$ cat config.mk
export PLATFORM = sky130hd
export DESIGN_NAME = dmem_arbiter_flat
export DESIGN_NICKNAME = d
export VERILOG_FILES = /design/src/rtl/dmem_pkg.sv /design/src/rtl/dmem_if.sv /design/src/rtl/dmem_rr_arb2.sv /design/src/rtl/dmem_arbiter.sv /design/src/flat_wrapper.sv
export SDC_FILE = /design/constraint.sdc
export NUM_CORES = 1
export LEC_CHECK = 0
export ABC_AREA = 0
export BUFFER_PORTS_ARGS = -buffer_cell sky130_fd_sc_hd__buf_4
export CAP_MARGIN = 5
export CORE_MARGIN = 5
export CORE_UTILIZATION = 45
export CTS_CLUSTER_SIZE = 30
export DETAILED_ROUTE_END_ITERATION = 10
export HOLD_SLACK_MARGIN = 0.15
export PLACE_DENSITY = 0.82
export SYNTH_ARGS = -nofsm -noshare
export SYNTH_HDL_FRONTEND = slang
export SYNTH_SLANG_ARGS = --single-unit
export TNS_END_PERCENT = 50
$ cat constraint.sdc
create_clock -name clk -period 4.4 [get_ports clk]
set_input_delay 1.1 -clock clk [delete_from_list [all_inputs] [get_ports clk]]
set_output_delay 1.1 -clock clk [all_outputs]
set_load 0.05 [all_outputs]
$ cat src/rtl/dmem_pkg.sv
// dmem_pkg: shared types and constants for the data-memory arbiter.
// Access sizes, FSM states and the default address width.
package dmem_pkg;

    localparam int DMEM_ADDR_W = 10;

    typedef enum logic [1:0] {
        BYTE = 2'b00,
        HALF = 2'b01,
        WORD = 2'b10
    } mem_size_e;

    typedef enum logic [1:0] {
        IDLE   = 2'd0,
        ACCESS = 2'd1,
        RESP   = 2'd2
    } dmem_state_e;

    // Byte count of an access; the illegal encoding yields 0.
    function automatic logic [2:0] size_bytes(input logic [1:0] s);
        logic [2:0] n;
        n = 3'd0;
        case (s)
            BYTE:    n = 3'd1;
            HALF:    n = 3'd2;
            WORD:    n = 3'd4;
            default: n = 3'd0;
        endcase
        return n;
    endfunction

endpackage

$ cat src/rtl/dmem_if.sv
// dmem_if: one requester's request/response bundle toward the arbiter.
// master = requester (LSU or debug loader), slave = arbiter.
interface dmem_if
    import dmem_pkg::*;
#(
    parameter int ADDR_W = DMEM_ADDR_W
);
    logic              valid;
    logic              ready;
    logic [ADDR_W-1:0] addr;
    logic              we;
    logic [31:0]       wdata;
    logic [1:0]        size;
    logic              sign;
    logic              resp_valid;
    logic [31:0]       resp_rdata;
    logic              resp_error;

    modport master (
        output valid, addr, we, wdata, size, sign,
        input  ready, resp_valid, resp_rdata, resp_error
    );

    modport slave (
        input  valid, addr, we, wdata, size, sign,
        output ready, resp_valid, resp_rdata, resp_error
    );
endinterface

$ cat src/rtl/dmem_rr_arb2.sv
// dmem_rr_arb2: two-way round-robin grant.
// Pointer favours the port not granted most recently; port 0 after reset.
module dmem_rr_arb2 (
    input  logic       clk,
    input  logic       reset,
    input  logic [1:0] req,
    input  logic       grant_en,
    output logic [1:0] gnt,
    output logic       gnt_idx
);
    logic prio_q;
    logic both;
    logic only1;

    assign both  = req[0] & req[1];
    assign only1 = req[1] & ~req[0];

    always_comb begin
        gnt_idx = 1'b0;
        unique case (1'b1)
            both:    gnt_idx = prio_q;
            only1:   gnt_idx = 1'b1;
            default: gnt_idx = 1'b0;
        endcase
    end

    assign gnt = req & (gnt_idx ? 2'b10 : 2'b01);

    always_ff @(posedge clk) begin
        if (reset) begin
            prio_q <= 1'b0;
        end else if (grant_en) begin
            prio_q <= ~gnt_idx;
        end
    end
endmodule

$ cat src/rtl/dmem_arbiter.sv
// dmem_arbiter: two-port front end for the data memory.
// One access in flight: accept, access memory, respond.
module dmem_arbiter
    import dmem_pkg::*;
#(
    parameter int ADDR_W = DMEM_ADDR_W
) (
    input  logic              clk,
    input  logic              reset,
    dmem_if.slave             cpu,
    dmem_if.slave             dbg,
    output logic [ADDR_W-1:0] mem_byte_address,
    output logic              mem_write_enable,
    output logic [31:0]       mem_write_data,
    output logic [1:0]        mem_size,
    output logic              mem_sign,
    input  logic [31:0]       mem_read_data
);
    localparam logic [ADDR_W+1:0] MEM_BYTES = (ADDR_W + 2)'(1) << ADDR_W;

    dmem_state_e state_q;
    dmem_state_e state_d;

    logic [1:0]  req;
    logic [1:0]  gnt;
    logic        gnt_idx;
    logic        grant;

    logic [ADDR_W-1:0] sel_addr;
    logic              sel_we;
    logic [31:0]       sel_wdata;
    logic [1:0]        sel_size;
    logic              sel_sign;
    logic [ADDR_W+1:0] end_addr;
    logic              err_d;

    logic              we_q;
    logic              err_q;
    logic              port_q;
    logic [31:0]       rdata_q;
    logic              in_resp;

    assign req   = {dbg.valid, cpu.valid};
    assign grant = (state_q == IDLE) & (|req) & ~reset;

    dmem_rr_arb2 u_arb (
        .clk      (clk),
        .reset    (reset),
        .req      (req),
        .grant_en (grant),
        .gnt      (gnt),
        .gnt_idx  (gnt_idx)
    );

    assign sel_addr  = gnt_idx ? dbg.addr  : cpu.addr;
    assign sel_we    = gnt_idx ? dbg.we    : cpu.we;
    assign sel_wdata = gnt_idx ? dbg.wdata : cpu.wdata;
    assign sel_size  = gnt_idx ? dbg.size  : cpu.size;
    assign sel_sign  = gnt_idx ? dbg.sign  : cpu.sign;

    // Widened sum so an access ending exactly at the top is legal.
    assign end_addr = {2'b00, sel_addr}
                    + (ADDR_W + 2)'(size_bytes(sel_size));
    assign err_d    = (sel_size == 2'b11) | (end_addr > MEM_BYTES);

    always_comb begin
        state_d   = state_q;
        cpu.ready = 1'b0;
        dbg.ready = 1'b0;
        unique case (state_q)
            IDLE: begin
                if (grant) begin
                    state_d   = ACCESS;
                    cpu.ready = gnt[0];
                    dbg.ready = gnt[1];
                end
            end
            ACCESS:  state_d = RESP;
            RESP:    state_d = IDLE;
            default: state_d = IDLE;
        endcase
    end

    always_ff @(posedge clk) begin
        if (reset) begin
            state_q <= IDLE;
        end else begin
            state_q <= state_d;
        end
    end

    always_ff @(posedge clk) begin
        if (reset) begin
            mem_byte_address <= '0;
            mem_write_data   <= '0;
            mem_size         <= '0;
            mem_sign         <= 1'b0;
            we_q             <= 1'b0;
            err_q            <= 1'b0;
            port_q           <= 1'b0;
            rdata_q          <= '0;
        end else begin
            if (grant) begin
                mem_byte_address <= sel_addr;
                mem_write_data   <= sel_wdata;
                mem_size         <= sel_size;
                mem_sign         <= sel_sign;
                we_q             <= sel_we;
                err_q            <= err_d;
                port_q           <= gnt_idx;
            end
            if (state_q == ACCESS) begin
                rdata_q <= (we_q | err_q) ? '0 : mem_read_data;
            end
        end
    end

    // Reset gates the strobe so a reset landing in ACCESS drops the write.
    assign mem_write_enable = (state_q == ACCESS) & we_q & ~err_q & ~reset;

    assign in_resp        = (state_q == RESP);
    assign cpu.resp_valid = in_resp & ~port_q;
    assign dbg.resp_valid = in_resp & port_q;
    assign cpu.resp_error = cpu.resp_valid & err_q;
    assign dbg.resp_error = dbg.resp_valid & err_q;
    assign cpu.resp_rdata = cpu.resp_valid ? rdata_q : '0;
    assign dbg.resp_rdata = dbg.resp_valid ? rdata_q : '0;
endmodule

$ cat src/flat_wrapper.sv
// flat-port wrapper written by rule: the top's interface ports become plain ports
module dmem_arbiter_flat import dmem_pkg::*;
#(
    parameter int ADDR_W = DMEM_ADDR_W
)
  (clk, reset, mem_byte_address, mem_write_enable, mem_write_data, mem_size, mem_sign, mem_read_data, cpu_valid, cpu_addr, cpu_we, cpu_wdata, cpu_size, cpu_sign, cpu_ready, cpu_resp_valid, cpu_resp_rdata, cpu_resp_error, dbg_valid, dbg_addr, dbg_we, dbg_wdata, dbg_size, dbg_sign, dbg_ready, dbg_resp_valid, dbg_resp_rdata, dbg_resp_error);
  dmem_if #(.ADDR_W(ADDR_W)) cpu_i ();
  dmem_if #(.ADDR_W(ADDR_W)) dbg_i ();
  input  logic clk;
  input  logic reset;
  output logic [ADDR_W-1:0] mem_byte_address;
  output logic mem_write_enable;
  output logic [31:0] mem_write_data;
  output logic [1:0] mem_size;
  output logic mem_sign;
  input  logic [31:0] mem_read_data;
  input wire logic [$bits(cpu_i.valid)-1:0] cpu_valid;
  input wire logic [$bits(cpu_i.addr)-1:0] cpu_addr;
  input wire logic [$bits(cpu_i.we)-1:0] cpu_we;
  input wire logic [$bits(cpu_i.wdata)-1:0] cpu_wdata;
  input wire logic [$bits(cpu_i.size)-1:0] cpu_size;
  input wire logic [$bits(cpu_i.sign)-1:0] cpu_sign;
  output wire logic [$bits(cpu_i.ready)-1:0] cpu_ready;
  output wire logic [$bits(cpu_i.resp_valid)-1:0] cpu_resp_valid;
  output wire logic [$bits(cpu_i.resp_rdata)-1:0] cpu_resp_rdata;
  output wire logic [$bits(cpu_i.resp_error)-1:0] cpu_resp_error;
  input wire logic [$bits(dbg_i.valid)-1:0] dbg_valid;
  input wire logic [$bits(dbg_i.addr)-1:0] dbg_addr;
  input wire logic [$bits(dbg_i.we)-1:0] dbg_we;
  input wire logic [$bits(dbg_i.wdata)-1:0] dbg_wdata;
  input wire logic [$bits(dbg_i.size)-1:0] dbg_size;
  input wire logic [$bits(dbg_i.sign)-1:0] dbg_sign;
  output wire logic [$bits(dbg_i.ready)-1:0] dbg_ready;
  output wire logic [$bits(dbg_i.resp_valid)-1:0] dbg_resp_valid;
  output wire logic [$bits(dbg_i.resp_rdata)-1:0] dbg_resp_rdata;
  output wire logic [$bits(dbg_i.resp_error)-1:0] dbg_resp_error;
  assign cpu_i.valid = cpu_valid;
  assign cpu_i.addr = cpu_addr;
  assign cpu_i.we = cpu_we;
  assign cpu_i.wdata = cpu_wdata;
  assign cpu_i.size = cpu_size;
  assign cpu_i.sign = cpu_sign;
  assign cpu_ready = cpu_i.ready;
  assign cpu_resp_valid = cpu_i.resp_valid;
  assign cpu_resp_rdata = cpu_i.resp_rdata;
  assign cpu_resp_error = cpu_i.resp_error;
  assign dbg_i.valid = dbg_valid;
  assign dbg_i.addr = dbg_addr;
  assign dbg_i.we = dbg_we;
  assign dbg_i.wdata = dbg_wdata;
  assign dbg_i.size = dbg_size;
  assign dbg_i.sign = dbg_sign;
  assign dbg_ready = dbg_i.ready;
  assign dbg_resp_valid = dbg_i.resp_valid;
  assign dbg_resp_rdata = dbg_i.resp_rdata;
  assign dbg_resp_error = dbg_i.resp_error;
  dmem_arbiter #(.ADDR_W(ADDR_W)) u_core (.clk(clk), .reset(reset), .cpu(cpu_i), .dbg(dbg_i), .mem_byte_address(mem_byte_address), .mem_write_enable(mem_write_enable), .mem_write_data(mem_write_data), .mem_size(mem_size), .mem_sign(mem_sign), .mem_read_data(mem_read_data));
endmodule
==> impl_metrics.env, run 1 <==
export IMPL_clkSinkCount=83
export IMPL_period_minus_slack_ns=3.56
export IMPL_reg2reg_depth=10
export IMPL_mappedNetlistArea_um2=4230
export IMPL_cts_resized=0
export IMPL_skew_ns=0.0121
export IMPL_top_usage_layer="met2"
export IMPL_power_density_nw_per_um2=340
export IMPL_irDropWorstVdd_mv=0.250
export IMPL_yosysMostFrequentCell="nand2_1"
export IMPL_min_delay_start="u_core.port_q"
export IMPL_leakagePower_nw=2.90
export IMPL_synth_area_leaders="dfxtp_1, a311oi_2, and2_1, nand2_1, nor2_1"
export IMPL_cts_tree="built"
export IMPL_whs_ns=0.489
export IMPL_diodes=0
export IMPL_grt_pass1_wl_mm=20.5
export IMPL_drt_pass1_iterations=4
export IMPL_cp_required_ns=3.30
export IMPL_viasPerCell=5.17
export IMPL_avgSynthCellArea_um2=8.54
export IMPL_grt_overflow=0
export IMPL_crit_chain="buf_4, inv_2, o21a_2, buf_4, nor3_1, buf_4"
export IMPL_crit_top_cell="buf_4"
export IMPL_cts_buffers=9
export IMPL_startpoint_type="primary input"
export IMPL_drt_total_wl_mm=13.0
export IMPL_io_buffers=243
export IMPL_max_slew_margin_rel=0.204
export IMPL_rows=35
export IMPL_r2r_slack_ns=1.59
export IMPL_synth_common_cells="nand2_1, dfxtp_1, nor2_1"
export IMPL_fin_tns_setup_ns=0
export IMPL_ys_seq_area_frac=0.393
export IMPL_end_kind="primary output"
export IMPL_critPathTopFamily="buffers and inverters"
export IMPL_ant_nets=0
export IMPL_root_buffer="clkbuf_8"
export IMPL_gr_usage_met2=0.398
export IMPL_cp_slowest_cell="o21a_2"
export IMPL_hp_class="reg2reg"
export IMPL_synth_top_area_cell="dfxtp_1"
export IMPL_grt_met1_usage=0.241
export IMPL_routabilityCongestion=0.823
export IMPL_dr_first_iter_drc_count=171
export IMPL_synth_top_area_frac=0.393
export IMPL_post_cts_buffers=0
export IMPL_dp_slack_ns=0.766
export IMPL_remaining_drc_errors=0
export IMPL_syn_to_final_growth_pct=47.6
export IMPL_start_util=0.460
export IMPL_hold_depth=2
export IMPL_worst_hold_path_endpoint="u_core.port_q"
export IMPL_synth_cell_type_count=41
export IMPL_die_y_um=107
export IMPL_synth_nets=627
export IMPL_yosys_warnings=0
export IMPL_place_area_um2=6030
export IMPL_instances_no_fill=830
export IMPL_r2r_start="u_core.u_arb.prio_q"
export IMPL_grt_pass1_vias=4355
export IMPL_grt_total_usage=0.221
export IMPL_nFillCells=744
export IMPL_setup_viol=0
export IMPL_worst_r2r_endpoint="u_core.err_q"
export IMPL_maxCapViolCount=0
export IMPL_setup_worst_path_class="in2out"
export IMPL_max_freq_ghz=0.281
export IMPL_dp_cells=814
export IMPL_ys_flop_type="dfxtp_1"
export IMPL_synthArstFlopShare=0
export IMPL_top_level_ports=244
export IMPL_tightest_slew_ns=1.19
export IMPL_finalHoldViolCount=0
export IMPL_fin_area_um2=6240
export IMPL_use_met3=0.0704
export IMPL_fin_nets=846
export IMPL_ys_ff_latch=83
export IMPL_die_area_um2=11400
export IMPL_max_clock_path_buffers=2
export IMPL_antenna_found_initial=0
export IMPL_final_setup_worst_slack_ns=0.841
export IMPL_status="finished, final reports clean"
export IMPL_worstPathArrival_ns=2.46
export IMPL_synth_edf_count=0
export IMPL_cts_max_level=3
export IMPL_via_count=4291
export IMPL_netlist_instances=495
export IMPL_fin_crit_sh=0.809
export IMPL_drive_gt1_frac=0.431
export IMPL_wl_per_cell_um=15.6
export IMPL_power_mw=2.12
export IMPL_finish_utilization=0.679
export IMPL_ctsHoldBuffers=0
export IMPL_grt_max_degree=54
export IMPL_crit_buf_inv=4
export IMPL_report_final_slew_viol_count=0
export IMPL_fp_dieW_um=107
export IMPL_hpwl_mm=9.97
export IMPL_rsz0062_at_grt="false"
export IMPL_cts_clk_slew_worst_paths_ns=0.07
export IMPL_crit_fanout=27
export IMPL_clk_latency_ns=0.34
export IMPL_core_area_um2=9200
export IMPL_max_stage_delay_ns=0.46
==> cells in the final DEF (no fill, tap or decap), types with 2 or more instances in the layout <==
| cell | synthesis | routed |
|---|---|---|
| a2111oi_0 | 2 | 2 |
| a211oi_1 | 2 | 2 |
| a21oi_1 | 3 | 3 |
| a22oi_1 | 32 | 32 |
| a311oi_1 | 5 | 5 |
| a311oi_2 | 40 | 40 |
| and2_1 | 66 | 66 |
| and4_1 | 2 | 2 |
| buf_4 | 9 | 251 |
| bufinv_16 | 0 | 2 |
| clkbuf_1 | 13 | 3 |
| clkbuf_8 | 0 | 9 |
| clkinvlp_4 | 0 | 2 |
| dfxtp_1 | 83 | 83 |
| ha_1 | 3 | 3 |
| inv_1 | 6 | 6 |
| mux2i_1 | 2 | 2 |
| nand2_1 | 95 | 95 |
| nand2b_1 | 3 | 3 |
| nand4_1 | 2 | 2 |
| nor2_1 | 82 | 82 |
| nor3_1 | 2 | 2 |
| o21ai_0 | 2 | 2 |
| or3_1 | 2 | 2 |
==> kinds of logic after synthesis <==
| kind of cell | count (synthesis) | synth area share |
|---|---|---|
| and+or+nand+nor | 260 | 0.285 |
| muxes | 2 | 0.00474 |
| buffers and inverters | 50 | 0.0604 |
| DFF | 83 | 0.393 |
| AOI/OAI and AO/OA | 95 | 0.241 |
| adders and majority gates | 4 | 0.0136 |
| xor gates and xnor gates | 1 | 0.00207 |
==> flip-flops by register name (all words and copies together) (netlist names), 2 cells and up <==
| name | count |
|---|---|
| u_core.mem_write_data | 32 |
| u_core.rdata_q | 32 |
| u_core.mem_byte_address | 10 |
| u_core.mem_size | 2 |
| u_core.state_q | 2 |
==> metal layers <==
layer / routed length, µm / part of all wire
met5: 0 / 0
met4: 294 / 0.023
met3: 1250 / 0.096
met2: 6520 / 0.50
met1: 4900 / 0.38
==> cell type report <==
| class | count | area [µm²] | area share |
|---|---|---|---|
| multi-input cells | 362 | 2320 | 0.372 |
| repair buffers | 251 | 1880 | 0.302 |
| flip-flops and latches | 83 | 1660 | 0.266 |
| well taps | 111 | 139 | 0.0223 |
| clock buffers | 12 | 135 | 0.0217 |
| clock inverters | 4 | 75.1 | 0.0120 |
| inverters | 7 | 26.3 | 0.00421 |
==> worst register-to-register path, delay by kind of cell (launching register included) <==
family	cells	cell delay [ns]
fa+ha+maj	2	0.58
flops	1	0.43
xor+xnor	1	0.16
compound gates	4	1.27
simple gates	2	0.23
buf+inv	1	0.06
==> how the worst max path moves through the flow <==
stage                               to  startpoint  cells past startpoint  slack [ns]
after floorplan              cpu_ready   cpu_valid                      5        0.63
after global placement       cpu_ready   cpu_valid                      6        0.87
after detailed placement  u_core.err_q   cpu_valid                     12        0.77
after CTS                    cpu_ready   cpu_valid                      6        0.86
after global routing         cpu_ready   cpu_valid                      6        0.74
final                        cpu_ready   cpu_valid                      6        0.84
==> power by group <==
| part | switching, mW | total (mW) | internal (mW) | leakage, nW |
|---|---|---|---|---|
| logic | 0.421 | 0.669 | 0.248 | 2.12 |
| registers | 0.0459 | 0.868 | 0.822 | 0.684 |
| clock network | 0.266 | 0.586 | 0.321 | 0.0968 |
| total | 0.732 | 2.12 | 1.39 | 2.90 |
Note: power is estimated with default switching activity, not from simulation.
==> run 2, diff against run 1 <==
--- a/config.mk
+++ b/config.mk
@@ -5,15 +5,15 @@
 export SDC_FILE = /design/constraint.sdc
 export NUM_CORES = 1
 export LEC_CHECK = 0
-export ABC_AREA = 0
+export ABC_AREA = 1
 export BUFFER_PORTS_ARGS = -buffer_cell sky130_fd_sc_hd__buf_4
 export CAP_MARGIN = 5
 export CORE_MARGIN = 5
-export CORE_UTILIZATION = 45
+export CORE_UTILIZATION = 38
 export CTS_CLUSTER_SIZE = 30
 export DETAILED_ROUTE_END_ITERATION = 10
 export HOLD_SLACK_MARGIN = 0.15
-export PLACE_DENSITY = 0.82
+export PLACE_DENSITY = 0.76
 export SYNTH_ARGS = -nofsm -noshare
 export SYNTH_HDL_FRONTEND = slang
 export SYNTH_SLANG_ARGS = --single-unit
==> constraint.sdc (replaced) <==
create_clock -name clk -period 3.25 [get_ports clk]
set_input_delay 0.8125 -clock clk [delete_from_list [all_inputs] [get_ports clk]]
set_output_delay 0.8125 -clock clk [all_outputs]
set_load 0.05 [all_outputs]
==> run 2 against run 1 <==
Setup slack worse by 0.32 ns. Clock power rose by 47%. Global-route usage shrank 1.7 points. Hold slack worse by 0.0053 ns. Clock skew down 0.0020 ns. Cell area shrank 5.3%. Area after synthesis fell by 10%. Combinational power increased by 7.2%. Sequential cell count is the same. Non-clock buffer count decreased by 3. Utilization shrank 7.4 points.
==> impl_metrics.env, run 2 <==
export IMPL_hp_class="reg2reg"
export IMPL_worst_hold_path_endpoint="u_core.mem_byte_address[7]"
export IMPL_irDropWorstVdd_mv=0.276
export IMPL_post_cts_buffers=0
export IMPL_routabilityCongestion=0.870
export IMPL_grt_max_degree=67
export IMPL_max_clock_path_buffers=2
export IMPL_grt_total_usage=0.204
export IMPL_ctsHoldBuffers=0
export IMPL_r2r_start="u_core.u_arb.prio_q"
export IMPL_status="finished, final reports clean"
export IMPL_final_cell_mix="buf_4, nand2_1, dfxtp_1"
export IMPL_min_delay_start="u_core.mem_byte_address[7]"
export IMPL_tightest_slew_ns=1.26
export IMPL_remaining_drc_errors=0
export IMPL_clk_latency_ns=0.33
export IMPL_skew_ns=0.0101
export IMPL_mappedNetlistArea_um2=3810
export IMPL_crit_fanout=33
export IMPL_startpoint_type="flip-flop"
export IMPL_diodes=0
export IMPL_cts_tree="built"
export IMPL_leakagePower_nw=2.72
export IMPL_yosysMostFrequentCell="nand2_1"
export IMPL_cts_buffers=9
export IMPL_reg2reg_depth=16
export IMPL_cp_required_ns=2.44
export IMPL_max_slew_margin_rel=0.161
export IMPL_hold_depth=2
export IMPL_top_level_ports=244
export IMPL_synth_edf_count=0
export IMPL_fp_dieW_um=110
export IMPL_synth_common_cells="nand2_1, dfxtp_1, nor2_1"
export IMPL_core_area_um2=9770
export IMPL_period_minus_slack_ns=2.73
export IMPL_fin_nets=896
export IMPL_top_regs="u_core.mem_write_data: 32 flops, u_core.rdata_q: 32 flops, u_core.mem_byte_address: 10 flops"
export IMPL_power_density_nw_per_um2=461
export IMPL_hpwl_mm=10.1
export IMPL_synth_nets=675
export IMPL_drt_pass1_iterations=7
export IMPL_synth_top_area_frac=0.437
export IMPL_dr_first_iter_drc_count=354
export IMPL_grt_overflow=0
export IMPL_viasPerCell=4.85
export IMPL_cts_clk_slew_worst_paths_ns=0.08
export IMPL_dp_cells=886
export IMPL_worstPathArrival_ns=1.92
export IMPL_maxCapViolCount=0
export IMPL_die_y_um=110
export IMPL_io_buffers=243
export IMPL_avgSynthCellArea_um2=7.01
export IMPL_synth_area_leaders="dfxtp_1, nand2_1, nor2_1, a31oi_1, a211oi_1"
export IMPL_finalHoldViolCount=0
export IMPL_ys_flop_type="dfxtp_1"
export IMPL_syn_to_final_growth_pct=55.3
export IMPL_cts_resized=0
export IMPL_worst_r2r_endpoint="u_core.err_q"
export IMPL_drive_gt1_frac=0.357
export IMPL_cts_max_level=3
export IMPL_die_area_um2=12100
export IMPL_start_util=0.389
export IMPL_yosys_warnings=0
export IMPL_wl_per_cell_um=14.7
export IMPL_grt_pass1_wl_mm=19.7
export IMPL_netlist_instances=543
export IMPL_ys_seq_area_frac=0.437
export IMPL_rows=36
export IMPL_whs_ns=0.484
export IMPL_final_common_cell="buf_4"
export IMPL_root_buffer="clkbuf_8"
export IMPL_instances_no_fill=901
export IMPL_report_final_slew_viol_count=0
export IMPL_rsz0062_at_grt="false"
export IMPL_end_kind="primary output"
export IMPL_setup_worst_path_class="reg2out"
export IMPL_ant_nets=0
export IMPL_max_freq_ghz=0.366
export IMPL_synth_cell_type_count=25
export IMPL_fin_crit_sh=0.840
export IMPL_synthArstFlopShare=0
export IMPL_synth_top_area_cell="dfxtp_1"
export IMPL_ys_ff_latch=83
export IMPL_setup_viol=0
export IMPL_antenna_found_initial=0
export IMPL_drt_total_wl_mm=13.2
export IMPL_fin_tns_setup_ns=0
export IMPL_clkSinkCount=83
export IMPL_via_count=4366
export IMPL_finish_utilization=0.605
export IMPL_r2r_slack_ns=0.80
export IMPL_grt_pass1_vias=4034
==> run 2: metrics by stage <==
step | worst slack [ns] | power [mW] | cell area (µm²)
6_report | 0.521 | 2.72 | 5910
3_3_place_gp | 0.403 | 1.87 | 5680
2_1_floorplan | 0.243 | 1.61 | 3820
4_1_cts | 0.507 | 2.74 | 5910
3_5_place_dp | 0.285 | 1.88 | 5680
5_1_grt | 0.282 | 2.86 | 5910
==> run 2: layout make-up <==
class	count	area [µm²]
clock buffer	10	128
sequential	83	1660
inverter	48	180
fill	861	3860
clock inverter	5	103
tap	133	166
timing repair buffer	248	1860
multi-input combinational	374	1810
==> run 2: cell families (layout without fill, tap and decap cells) <==
group | after synthesis | in the layout | share of synthesized area
AOI/OAI and AO/OA | 117 | 117 | 0.190
xor gates and xnor gates | 1 | 1 | 0.00230
adders and majority gates | 4 | 4 | 0.0151
buffers and inverters | 86 | 311 | 0.0917
DFF | 83 | 83 | 0.437
and+or+nand+nor | 252 | 252 | 0.265
==> run 2: worst max path at each step <==
stage | slack [ns] | startpoint | endpoint | depth (start not counted)
floorplan | 0.24 | u_core.port_q | dbg_resp_rdata[10] | 5
detailed placement | 0.28 | cpu_valid | u_core.err_q | 16
global route | 0.28 | u_core.port_q | dbg_resp_rdata[20] | 5
global placement | 0.40 | cpu_valid | u_core.err_q | 16
finish | 0.52 | u_core.port_q | dbg_resp_rdata[20] | 5
CTS | 0.51 | u_core.port_q | dbg_resp_rdata[20] | 5
==> run 2: critical path: stages, from the launching register on <==
cell and delay (ns):
dfxtp_1 0.36, inv_1 0.08, nor3_2 0.20, inv_1 0.42, nor2_1 0.28, buf_4 0.24
==> run 2: power breakdown <==
part,leakage [nW],internal (mW),switching [mW]
combinational,1.93,0.257,0.460
clock,0.112,0.506,0.357
sequential,0.682,1.10,0.0390
total,2.72,1.87,0.856
==> run 2: per-layer routing <==
layer | vias to the layer above | GRT usage | share of wire
met5 | - | 0 | 0
li1 | 2214 | - | -
met1 | 1953 | 0.262 | 0.41
met3 | 16 | 0.0396 | 0.086
met2 | 183 | 0.348 | 0.49
met4 | 0 | 0.0561 | 0.013
==> run 3, diff against run 2 <==
--- a/config.mk
+++ b/config.mk
@@ -5,15 +5,15 @@
 export SDC_FILE = /design/constraint.sdc
 export NUM_CORES = 1
 export LEC_CHECK = 0
-export ABC_AREA = 1
+export ABC_AREA = 0
 export BUFFER_PORTS_ARGS = -buffer_cell sky130_fd_sc_hd__buf_4
 export CAP_MARGIN = 5
 export CORE_MARGIN = 5
-export CORE_UTILIZATION = 38
+export CORE_UTILIZATION = 44
 export CTS_CLUSTER_SIZE = 30
 export DETAILED_ROUTE_END_ITERATION = 10
 export HOLD_SLACK_MARGIN = 0.15
-export PLACE_DENSITY = 0.76
+export PLACE_DENSITY = 0.8
 export SYNTH_ARGS = -nofsm -noshare
 export SYNTH_HDL_FRONTEND = slang
 export SYNTH_SLANG_ARGS = --single-unit
==> constraint.sdc (replaced) <==
create_clock -name clk -period 2.7 [get_ports clk]
set_input_delay 0.675 -clock clk [delete_from_list [all_inputs] [get_ports clk]]
set_output_delay 0.675 -clock clk [all_outputs]
set_load 0.05 [all_outputs]
==> run 3 against run 2 <==
Non-clock buffer count increased by 17. Register-to-register slack got worse by 0.64 ns. Largest cell class is now multi-input combinational cells. Critical path type is now in2reg. Clock skew up 0.0025 ns. Total power increased by 30%.
==> impl_metrics.env, run 3 (synthesized netlist as in run 1, its figures left out) <==
export IMPL_status="finished, final reports clean"
export IMPL_finalHoldViolCount=0
export IMPL_r2r_start="u_core.u_arb.prio_q"
export IMPL_top_level_ports=244
export IMPL_grt_total_usage=0.227
export IMPL_cp_required_ns=2.93
export IMPL_cp_slowest_cell="fa_1"
export IMPL_drt_total_wl_mm=13.5
export IMPL_syn_to_final_growth_pct=51.6
export IMPL_power_mw=3.55
export IMPL_worst_r2r_endpoint="u_core.err_q"
export IMPL_die_y_um=108
export IMPL_max_freq_ghz=0.382
export IMPL_die_area_um2=11700
export IMPL_rows=35
export IMPL_core_area_um2=9280
export IMPL_crit_chain="buf_4, inv_2, o21ai_4, or3_1, o31ai_1, ha_2, inv_1, fa_1, inv_1, a2111oi_2, a2111oi_2, a22o_1"
export IMPL_min_delay_start="u_core.port_q"
export IMPL_io_buffers=243
export IMPL_top_regs="u_core.mem_write_data: 32 flops, u_core.rdata_q: 32 flops, u_core.mem_byte_address: 10 flops"
export IMPL_crit_fanout=4
export IMPL_startpoint_type="primary input"
export IMPL_maxCapViolCount=0
export IMPL_clkSinkCount=83
export IMPL_r2r_slack_ns=0.16
export IMPL_final_cell_mix="buf_4, nand2_1, dfxtp_1"
export IMPL_grt_pass1_vias=4414
export IMPL_root_buffer="clkbuf_8"
export IMPL_irDropWorstVdd_mv=0.299
export IMPL_dp_cells=846
export IMPL_clk_latency_ns=0.35
export IMPL_cts_tree="built"
export IMPL_viasPerCell=5.15
export IMPL_leakagePower_nw=2.98
export IMPL_cts_clk_slew_worst_paths_ns=0.08
export IMPL_instances_no_fill=862
export IMPL_reg2reg_depth=10
export IMPL_max_slew_margin_rel=0.223
export IMPL_antenna_found_initial=0
export IMPL_setup_viol=0
export IMPL_setup_worst_path_class="in2reg"
export IMPL_period_minus_slack_ns=2.62
export IMPL_fin_crit_sh=0.970
export IMPL_remaining_drc_errors=0
export IMPL_drive_gt1_frac=0.452
export IMPL_fp_dieW_um=108
export IMPL_crit_path_start="cpu_valid"
export IMPL_max_stage_delay_ns=0.48
export IMPL_whs_ns=0.495
export IMPL_fin_nets=860
export IMPL_grt_pass1_wl_mm=21.3
export IMPL_end_kind="flip-flop"
export IMPL_hold_depth=2
export IMPL_cts_max_level=3
export IMPL_diodes=0
export IMPL_grt_overflow=0
export IMPL_wl_per_cell_um=15.7
export IMPL_power_density_nw_per_um2=554
export IMPL_hpwl_mm=10.5
export IMPL_tightest_slew_ns=1.16
export IMPL_report_final_slew_viol_count=0
export IMPL_worst_hold_path_endpoint="u_core.port_q"
export IMPL_post_cts_buffers=0
export IMPL_worstPathArrival_ns=2.85
export IMPL_final_common_cell="buf_4"
export IMPL_routabilityCongestion=0.828
export IMPL_drt_pass1_iterations=5
export IMPL_via_count=4441
export IMPL_start_util=0.455
export IMPL_cts_buffers=9
export IMPL_grt_max_degree=54
export IMPL_ant_nets=0
export IMPL_dr_first_iter_drc_count=224
export IMPL_hp_class="reg2reg"
export IMPL_skew_ns=0.0125
export IMPL_max_clock_path_buffers=2
run 3: cell count changes in the layout (fill, tap and decap cells not counted), moves of 30 or more:
cell	before	now
and2_1	0	66
inv_1	46	6
a311oi_2	0	40
nand2_1	152	95
a22oi_1	0	32
a31oi_1	40	0
a211oi_1	32	2
a21oi_1	34	3
run 3: worst max-delay path by stage:
stage | end | slack [ns] | cells after the start
after global routing | u_core.err_q | -0.05 | 12
final | u_core.err_q | 0.08 | 12
after global placement | u_core.err_q | -0.18 | 12
after CTS | u_core.err_q | 0.03 | 12
after floorplan | u_core.err_q | -0.14 | 12
after detailed placement | u_core.err_q | -0.34 | 12
run 3: layout make-up:
class	count	area, µm²
multi-input combinational	362	2340
inverter	7	26.3
sequential	83	1660
clock inverter	5	86.3
clock buffer	11	141
tap	129	161
timing repair buffer	265	1990
fill	772	2880
run 3: metal layers:
metal | up-vias | GRT usage | wire length, µm
met1 | 2055 | 0.254 | 5080
met2 | 196 | 0.406 | 6830
met3 | 22 | 0.0734 | 1370
met4 | 0 | 0.0784 | 255
met5 | - | 0 | 0
li1 | 2168 | - | -
run 3: report_power, final:
group          total, mW  switching, mW  internal [mW]
logic               1.13          0.701          0.427
registers           1.41         0.0735           1.34
clock network       1.01          0.457          0.552
run 3: what timing repair did:
item / in CTS / in global routing
endpoints found under the hold margin: 0 / 0
setup endpoints to repair: 0 / 1
hold buffers: 0 / 0
resized for setup: 0 / 6
run 3: critical path: cells and delay by family:
kind	cells	cell delay [ns]
and+or+nand+nor	1	0.31
adders and majority gates	2	0.72
AOI/OAI and AO/OA	5	0.84
buffers and inverters	4	0.30
run 3: metrics by stage:
step / utilization / setup WS (ns) / setup TNS (ns) / cell area [µm²]
2_1_floorplan: - / -0.142 / -0.182 / 4230
3_3_place_gp: 0.664 / -0.185 / -0.185 / 6160
3_5_place_dp: 0.664 / -0.344 / -0.344 / 6160
4_1_cts: 0.688 / 0.0332 / 0 / 6390
5_1_grt: 0.690 / -0.0483 / -0.0483 / 6410
6_report: 0.690 / 0.0822 / 0 / 6410
